==> config.mk <==
export PLATFORM = sky130hd
export DESIGN_NAME = ps2_line_buffer
export DESIGN_NICKNAME = d
export VERILOG_FILES = /design/src/rtl/ps2_line_buffer.sv
export SDC_FILE = /design/constraint.sdc
export NUM_CORES = 1
export LEC_CHECK = 0
export ABC_AREA = 1
export CAP_MARGIN = 20
export CORE_ASPECT_RATIO = 2
export CORE_MARGIN = 2
export CORE_UTILIZATION = 50
export DETAILED_ROUTE_END_ITERATION = 6
export GPL_ROUTABILITY_DRIVEN = 0
export HOLD_SLACK_MARGIN = 0.02
export MAX_ROUTING_LAYER = met4
export PLACE_DENSITY = 0.78
export SYNTH_ARGS = -nofsm -noshare
export SYNTH_HDL_FRONTEND = slang
export SYNTH_SLANG_ARGS = --single-unit
==> constraint.sdc <==
create_clock -name clk -period 3.54 [get_ports clk]
set_input_delay 0.885 -clock clk [delete_from_list [all_inputs] [get_ports clk]]
set_output_delay 0.885 -clock clk [all_outputs]
set_load 0.02 [all_outputs]
==> src/rtl/ps2_line_buffer.sv <==
// PS/2 set-2 scan-code line buffer: decodes make/break/extended bytes,
// tracks shift, and assembles a small character line for a consumer.
//
// Ports:
//   clk, reset        - clock; synchronous active-high reset
//   key_valid         - one-cycle strobe qualifying key_code
//   key_code[7:0]     - PS/2 set-2 byte
//   line_out[8*DEPTH] - characters, newest in [7:0], unused slots 0x00
//   count[CW]         - number of valid characters
//   line_valid        - committed line waiting for the consumer
//   line_ready        - consumer accepts the line while line_valid is high
//   overflow          - sticky: a character was pushed out of a full line
module ps2_line_buffer #(
  parameter int DEPTH = 4,
  parameter bit UPPER = 1'b1,
  parameter int CW    = 5
) (
  input  logic               clk,
  input  logic               reset,
  input  logic               key_valid,
  input  logic [7:0]         key_code,
  output logic [8*DEPTH-1:0] line_out,
  output logic [CW-1:0]      count,
  output logic               line_valid,
  input  logic               line_ready,
  output logic               overflow
);

  localparam int LW = 8 * DEPTH;
  localparam logic [CW-1:0] FULL = CW'(DEPTH);

  typedef enum logic [1:0] {
    IDLE,
    BRK,
    EXT,
    EXT_BRK
  } state_t;

  state_t state_q, state_d;
  logic   shift_q, shift_d;
  logic   make;
  logic   is_shift;
  logic [8:0] mapped;

  logic [LW-1:0] line_q;
  logic [CW-1:0] count_q;
  logic          valid_q;
  logic          ovf_q;

  // Returns {hit, ascii}; letters honour the case flag, others do not.
  function automatic logic [8:0] map_key(
    input logic [7:0] k,
    input logic       up
  );
    logic [4:0] idx;
    logic       let_hit;
    logic [7:0] base;
    logic [8:0] r;
    idx     = '0;
    let_hit = 1'b1;
    r       = '0;
    case (k)
      8'h1C: idx = 5'd0;
      8'h32: idx = 5'd1;
      8'h21: idx = 5'd2;
      8'h23: idx = 5'd3;
      8'h24: idx = 5'd4;
      8'h2B: idx = 5'd5;
      8'h34: idx = 5'd6;
      8'h33: idx = 5'd7;
      8'h43: idx = 5'd8;
      8'h3B: idx = 5'd9;
      8'h42: idx = 5'd10;
      8'h4B: idx = 5'd11;
      8'h3A: idx = 5'd12;
      8'h31: idx = 5'd13;
      8'h44: idx = 5'd14;
      8'h4D: idx = 5'd15;
      8'h15: idx = 5'd16;
      8'h2D: idx = 5'd17;
      8'h1B: idx = 5'd18;
      8'h2C: idx = 5'd19;
      8'h3C: idx = 5'd20;
      8'h2A: idx = 5'd21;
      8'h1D: idx = 5'd22;
      8'h22: idx = 5'd23;
      8'h35: idx = 5'd24;
      8'h1A: idx = 5'd25;
      default: let_hit = 1'b0;
    endcase
    base = up ? 8'h41 : 8'h61;
    if (let_hit) begin
      r = {1'b1, base + 8'(idx)};
    end else begin
      case (k)
        8'h45: r = {1'b1, 8'h30};
        8'h16: r = {1'b1, 8'h31};
        8'h1E: r = {1'b1, 8'h32};
        8'h26: r = {1'b1, 8'h33};
        8'h25: r = {1'b1, 8'h34};
        8'h2E: r = {1'b1, 8'h35};
        8'h36: r = {1'b1, 8'h36};
        8'h3D: r = {1'b1, 8'h37};
        8'h3E: r = {1'b1, 8'h38};
        8'h46: r = {1'b1, 8'h39};
        8'h29: r = {1'b1, 8'h20};
        default: r = '0;
      endcase
    end
    return r;
  endfunction

  assign is_shift = (key_code == 8'h12) || (key_code == 8'h59);
  assign mapped   = map_key(key_code, UPPER ^ shift_q);

  always_ff @(posedge clk) begin
    if (reset) begin
      state_q <= IDLE;
      shift_q <= 1'b0;
    end else begin
      state_q <= state_d;
      shift_q <= shift_d;
    end
  end

  always_comb begin
    state_d = state_q;
    shift_d = shift_q;
    make    = 1'b0;
    if (key_valid) begin
      unique case (state_q)
        IDLE: begin
          if (key_code == 8'hF0) begin
            state_d = BRK;
          end else if (key_code == 8'hE0) begin
            state_d = EXT;
          end else if (is_shift) begin
            shift_d = 1'b1;
          end else begin
            make = 1'b1;
          end
        end
        BRK: begin
          state_d = IDLE;
          if (is_shift) shift_d = 1'b0;
        end
        EXT: state_d = (key_code == 8'hF0) ? EXT_BRK : IDLE;
        EXT_BRK: state_d = IDLE;
        default: state_d = IDLE;
      endcase
    end
  end

  // A committed line is frozen until accepted; acceptance beats any key.
  always_ff @(posedge clk) begin
    if (reset || (valid_q && line_ready)) begin
      line_q  <= '0;
      count_q <= '0;
      valid_q <= 1'b0;
      ovf_q   <= 1'b0;
    end else if (make && !valid_q) begin
      if (mapped[8]) begin
        line_q <= (line_q << 8) | LW'(mapped[7:0]);
        if (count_q == FULL) ovf_q <= 1'b1;
        else count_q <= count_q + 1'b1;
      end else if (key_code == 8'h66) begin
        if (count_q != '0) begin
          line_q  <= line_q >> 8;
          count_q <= count_q - 1'b1;
        end
      end else if (key_code == 8'h5A) begin
        if (count_q != '0) valid_q <= 1'b1;
      end
    end
  end

  assign line_out   = line_q;
  assign count      = count_q;
  assign line_valid = valid_q;
  assign overflow   = ovf_q;

endmodule

== Word-level counts from Yosys, hierarchy flattened ==
Cells that the tools add are included.
Operators by class
  bitwise gates (word level): 3
  eq/ne operators: 53
  multiplexer cells: 26
  add/subtract/negate cells: 3
  reduce and logical (&&, ||, !) cells: 18
Operator list (number)
  8-bit by 6-bit equality test with 1-bit output (second input constant): 23
  5-bit case mux with 25 select lines: 1
  9-bit case mux with 11 select lines: 1
  32-bit two-way mux: 3
  8-bit by 7-bit equality test with 1-bit output (second input constant): 10
  8-bit by 5-bit equality test with 1-bit output (second input constant): 8
  32-bit by 8-bit bitwise OR with 32-bit output: 1
  26-bit OR reduction: 1
  5-bit two-way mux: 4
  8-bit equality test (second input constant): 2
  1-bit two-way mux: 10
  2-bit != test (second input constant): 5
  9-bit two-way mux: 1
  7-bit by 5-bit adder with 8-bit output: 1
  2-bit two-way mux: 3
  6-bit two-way mux: 1
  2-bit case mux with 3 select lines: 1
  3-bit AND reduction: 2
  6-bit AND reduction: 1
  2-bit nonzero test: 3
  5-bit by 1-bit adder with 5-bit output (second input constant): 1
  5-bit by 3-bit equality test with 1-bit output (second input constant): 1
  5-bit AND reduction: 1
  5-bit nonzero test: 1
  other kinds (13): 17
Storage, ports and cells
  logic and storage cells: 109
  bits in registers: 42
  output and inout bits: 39
  input bits: 12

== Depth between registers and ports, before layout ==
  depth after elaboration: 9
  mapped depth: 20
  gate-level depth less buffers: 20

== Least setup slack after synthesis ==
No wires, ideal clock.
  path type: input to register
  from: input port key_code[5]
  to: register count_q[4] (netlist: count[4])
  path slack: 0.816 ns
  data required time: 3.425 ns
  stages: 18
  path buffers: 0
  arrival time: 2.609 ns
  library setup time: 0.115 ns
  cells stage by stage: inv_1 -> nand2_1 -> nor2_2 -> nand2_1 -> nand2_1 -> nor2_1 -> nand2_1 -> nor2_4 -> nand3_4 -> nand2_1 -> nand2_1 -> inv_1 -> ha_1 -> o21bai_2 -> a21oi_1 -> nand3_1 -> nand2_1 -> nor2_1
On the way
  word-level cells in the longest chain between the ends: 9
  elaborated cells on any way between the ends: 58
  those cells by class: 43 x eq/ne; 9 x mux; 6 x reduce/logical
RTL lines
  start, declared: RTL line 21  | input logic [7:0] key_code,
  8-bit by 5-bit equality test with 1-bit output / 8-bit by 7-bit equality test with 1-bit output (equally long branches): RTL line 113  | assign is_shift = (key_code == 8'h12) || (key_code == 8'h59);
  1-bit logical OR: RTL line 113
  1-bit two-way mux: RTL line 137  | end else if (is_shift) begin
  1-bit two-way mux: RTL line 135  | end else if (key_code == 8'hE0) begin
  1-bit two-way mux: RTL line 133  | if (key_code == 8'hF0) begin
  1-bit two-way mux: RTL line 131  | unique case (state_q)
  1-bit two-way mux: RTL line 130  | if (key_valid) begin
  1-bit logical AND: RTL line 161  | end else if (make && !valid_q) begin
  4-bit AND reduction (no line)
  end signal, assigned: RTL line 165  | else count_q <= count_q + 1'b1;
  end signal, assigned: RTL line 169  | count_q <= count_q - 1'b1;
  end, declared: RTL line 46  | logic [CW-1:0] count_q;
Parallel ways exist; a longest one is shown, timed or not.
A chain may end at the register's enable or synchronous reset.

== Worst setup path after layout ==
  from: input port key_code[3]
  to: register count_q[4] (netlist: count[4])
Same word-level chain as after synthesis.

==> results.md <==
* Outcome: complete, no violations
* Critical Path Source Type: input port
* Number of cells produced by synthesis at 416
* Worst Path Class, Setup: input port to register
* CTS Buffer Depth at 2
* Syn_area_per_cell at 6.28 um^2
* Max-cap check violation count at 0
* Global-route wire length before repair at 12500 um
* Synth Area in XOR/XNOR at 0.671%
* Tcrit/Tclk final at 92.7%
* Nets@finish at 487
* Buffer count from post-CTS setup fixing at 0
* Final setup fails at 0
* Worst Clk Skew at 0.00969 ns
* Top-level I/O count at 51
* Clock edge transition at the registers on the reported setup and hold paths at 0.08 ns
* Iter 0 DRT Violations at 100
* Routed len/inst at 14.0 um
* Util after Layout at 64.8%
* Crit path cell chain: clkdlybuf4s50_1 > inv_1 > nand2_1 > nor2_1 > inv_1 > nor2_1 > nor2_1 > nand2_1 > nor2_2 > nand4_1 > nand2_1 > inv_1 > ha_1 > o21bai_2 > a21oi_1 > nand3_1 > nand2_1 > nor2_1
* Number of sinks handled by clock tree synthesis at 42
* Initial cell density of the core at 51.3%
* Largest driver fanout on the critical path at 5
* Power density cells at 335 nW/um^2
* Buffer and inverter count on the worst path at 4
* Final HPWL from detailed placement at 5860 um
* DRC violation count after routing at 0
* Routed vias at 2976
* Port Buf Inserts at 50
* Share of Yosys cell area claimed by the top area cell type at 32.2%
* Worst Hold Class: register to register
* Overflow after GRT at 0
* Pin count of the biggest net entering global routing at 29
* Global routing met1 resource utilization at 28.2%
* Layout cell share with drive strength beyond 1 at 10.5%
* Max rail drop VDD at 0.257 mV
* ANT cells at 0
* Sequential cell area fraction in the yosys report at 32.2%
* Final-report hold violation count at 0
* Actual transition at the worst max-transition pin at 0.517 ns
* Largest stage delay on the critical path at 0.54 ns
* Top delay family on crit path: simple AND/OR/NAND/NOR gates
* Grt met3 use at 3.79%
* LEAKAGE at 1.38 nW
* Global routing met2 resource utilization at 50.4%
* Biggest area consumer among synthesized cells: dfxtp_1
* Number of gates resized after cts at 0
* Netlist Area Pre-Place at 2610 um^2
* Min cycle time layout at 3.28 ns
* Depth of the CTS H-tree at 2
* Count of yosys warnings during synthesis at 0
* Netlist cell types at 35
* Count of pins over their slew limit at 0
* Clock tree root driver cell: clkbuf_8
* Number of buffers inserted by hold repair at cts at 0
* Number of synthesized register bits at 42
* Clock latency reported for the late side of the worst-skew pair at 0.30 ns
* Core Region at 5090 um^2
* Multiplexer share of the synthesized area at 0%
* Final sum of negative setup slack at 0 ns
* Fraction of the mapped netlist area in adder cells at 0.958%
* Antenna violations before repair at 0
* Via density per instance at 5.59
* Routed WL at 7450 um
* Clock tree from TritonCTS: built
* Floorplan row count at 37
* Fraction of the mapped netlist area in compound gates at 19.4%
* Number of fill cells in the layout at 497
* TritonCTS Buffers at 5
* Worst path slowest cell: clkdlybuf4s50_1
* Simple-Gate Fraction of Synth Area at 39.4%
* GR Util All Layers at 28.7%
* Max-slew headroom at 65.2%
* Die height at 106 um
* F_max at 305 MHz
* Layout-stage area growth over the synthesis result at 26.4%
* Cell types with the largest area share after synthesis: dfxtp_1 32%, nand2_1 20%, nor2_1 7.0%, o21ai_0 5.9%, a21oi_1 5.4%
* Number of global-route vias before repair at 2895
* Synth Net Count at 430
* Critical Path End Type: register
* Die Span X at 55.1 um
* Signal arrival time at the worst endpoint at 3.48 ns
* Detailed-router iteration count before antenna repair at 5
* Die outline area at 5850 um^2
* Required time of the critical path at 3.73 ns
* Largest family of logic cells by synthesized area: simple AND/OR/NAND/NOR gates
* GRT busiest layer: met2
* Routed Antenna Nets at 0
* RSZ-0062 raised after global routing: no
==> state kept, by name, summed over array words and instances (netlist names) <==
signal	count
count	5
line_out	32
line_valid	1
overflow	1
shift_q	1
state_q	2
==> cell families (layout without fill, tap and decap cells) <==
family	count (synthesis)	in the layout
compound gates	91	91
xor+xnor	2	2
fa+ha+maj	2	2
buf+inv	45	103
flops	42	42
simple gates	234	234
==> area by class of cell <==
type | count | area (um^2) | area share (%)
inverter | 33 | 125 | 3.79
tap | 58 | 72.6 | 2.20
multi-input combinational | 329 | 1580 | 47.8
sequential | 42 | 841 | 25.5
clock buffer | 6 | 82.6 | 2.50
clock inverter | 2 | 12.5 | 0.379
timing repair buffer | 62 | 591 | 17.9
==> power breakdown <==
part | switching [mW] | leakage, nW | internal (mW) | total [mW]
logic | 0.159 | 0.994 | 0.102 | 0.261
clock network | 0.170 | 0.0472 | 0.157 | 0.327
registers | 0.0226 | 0.340 | 0.494 | 0.517
==> worst paths after layout <==
check        slack [ns]        start  cells after the start            to
max                0.26  key_code[3]                     18      count[4]
min                0.45     overflow                      2      overflow
max reg2reg        1.62   state_q[1]                      8  line_out[20]
min reg2reg        0.45     overflow                      2      overflow
==> stage by stage <==
stage	setup slack (ns)	instances	power (mW)	hold WS, ns	instance area [um^2]
after floorplan	0.816	416	0.681	0.437	2610
after global placement	0.0895	524	0.783	0.440	3210
after detailed placement	0.0429	524	0.787	0.441	3210
after CTS	0.346	532	1.10	0.453	3300
after global routing	0.0246	532	1.15	0.479	3300
final	0.259	532	1.10	0.453	3300
==> placed cells by master (no fill, tap or decap), drive strengths merged <==
master / count
o21bai: 3
nor2: 59
nor4: 1
a41oi: 1
clkbuf: 6
nor3b: 1
a31oi: 18
ha: 2
nand2: 145
clkinvlp: 1
nand3: 16
o31ai: 1
a211oi: 2
a21oi: 28
dfxtp: 42
clkdlybuf4s50: 50
buf: 12
o21ai: 36
inv: 31
xor2: 2
nand4: 7
o22ai: 1
clkinv: 3
nor3: 5
o221ai: 1
==> cell usage after synthesis <==
library cell  count
nand2_1         136
nor2_1           49
dfxtp_1          42
o21ai_0          31
a21oi_1          28
inv_1            24
a31oi_1          18
nand3_1          15
inv_2             7
nand2_2           7
nand4_1           7
nor2_2            7
nor3_1            5
o21ai_1           5
buf_2             4
buf_4             3
clkbuf_1          3
nor2_4            3
a211oi_1          2
ha_1              2
nand2_4           2
o21bai_1          2
xor2_1            2
a41oi_1           1
buf_1             1
buf_6             1
clkinv_1          1
clkinv_2          1
nand3_4           1
nor3b_1           1
nor4_4            1
o21bai_2          1
o221ai_1          1
o22ai_1           1
o31ai_1           1
==> layer usage <==
layer	wire [um]	part of all wire, %	vias to the layer above
met5	0	0	-
met4	376	5.0	0
met3	212	2.8	36
met2	4140	56	91
met1	2720	37	1363
li1	-	-	1486
==> tightest hold or removal path, stage by stage, from the launching register on <==
cell     delay [ns]
dfxtp_1        0.31
inv_1          0.04
a21oi_1        0.05
Power figures use the tool's default switching activity.
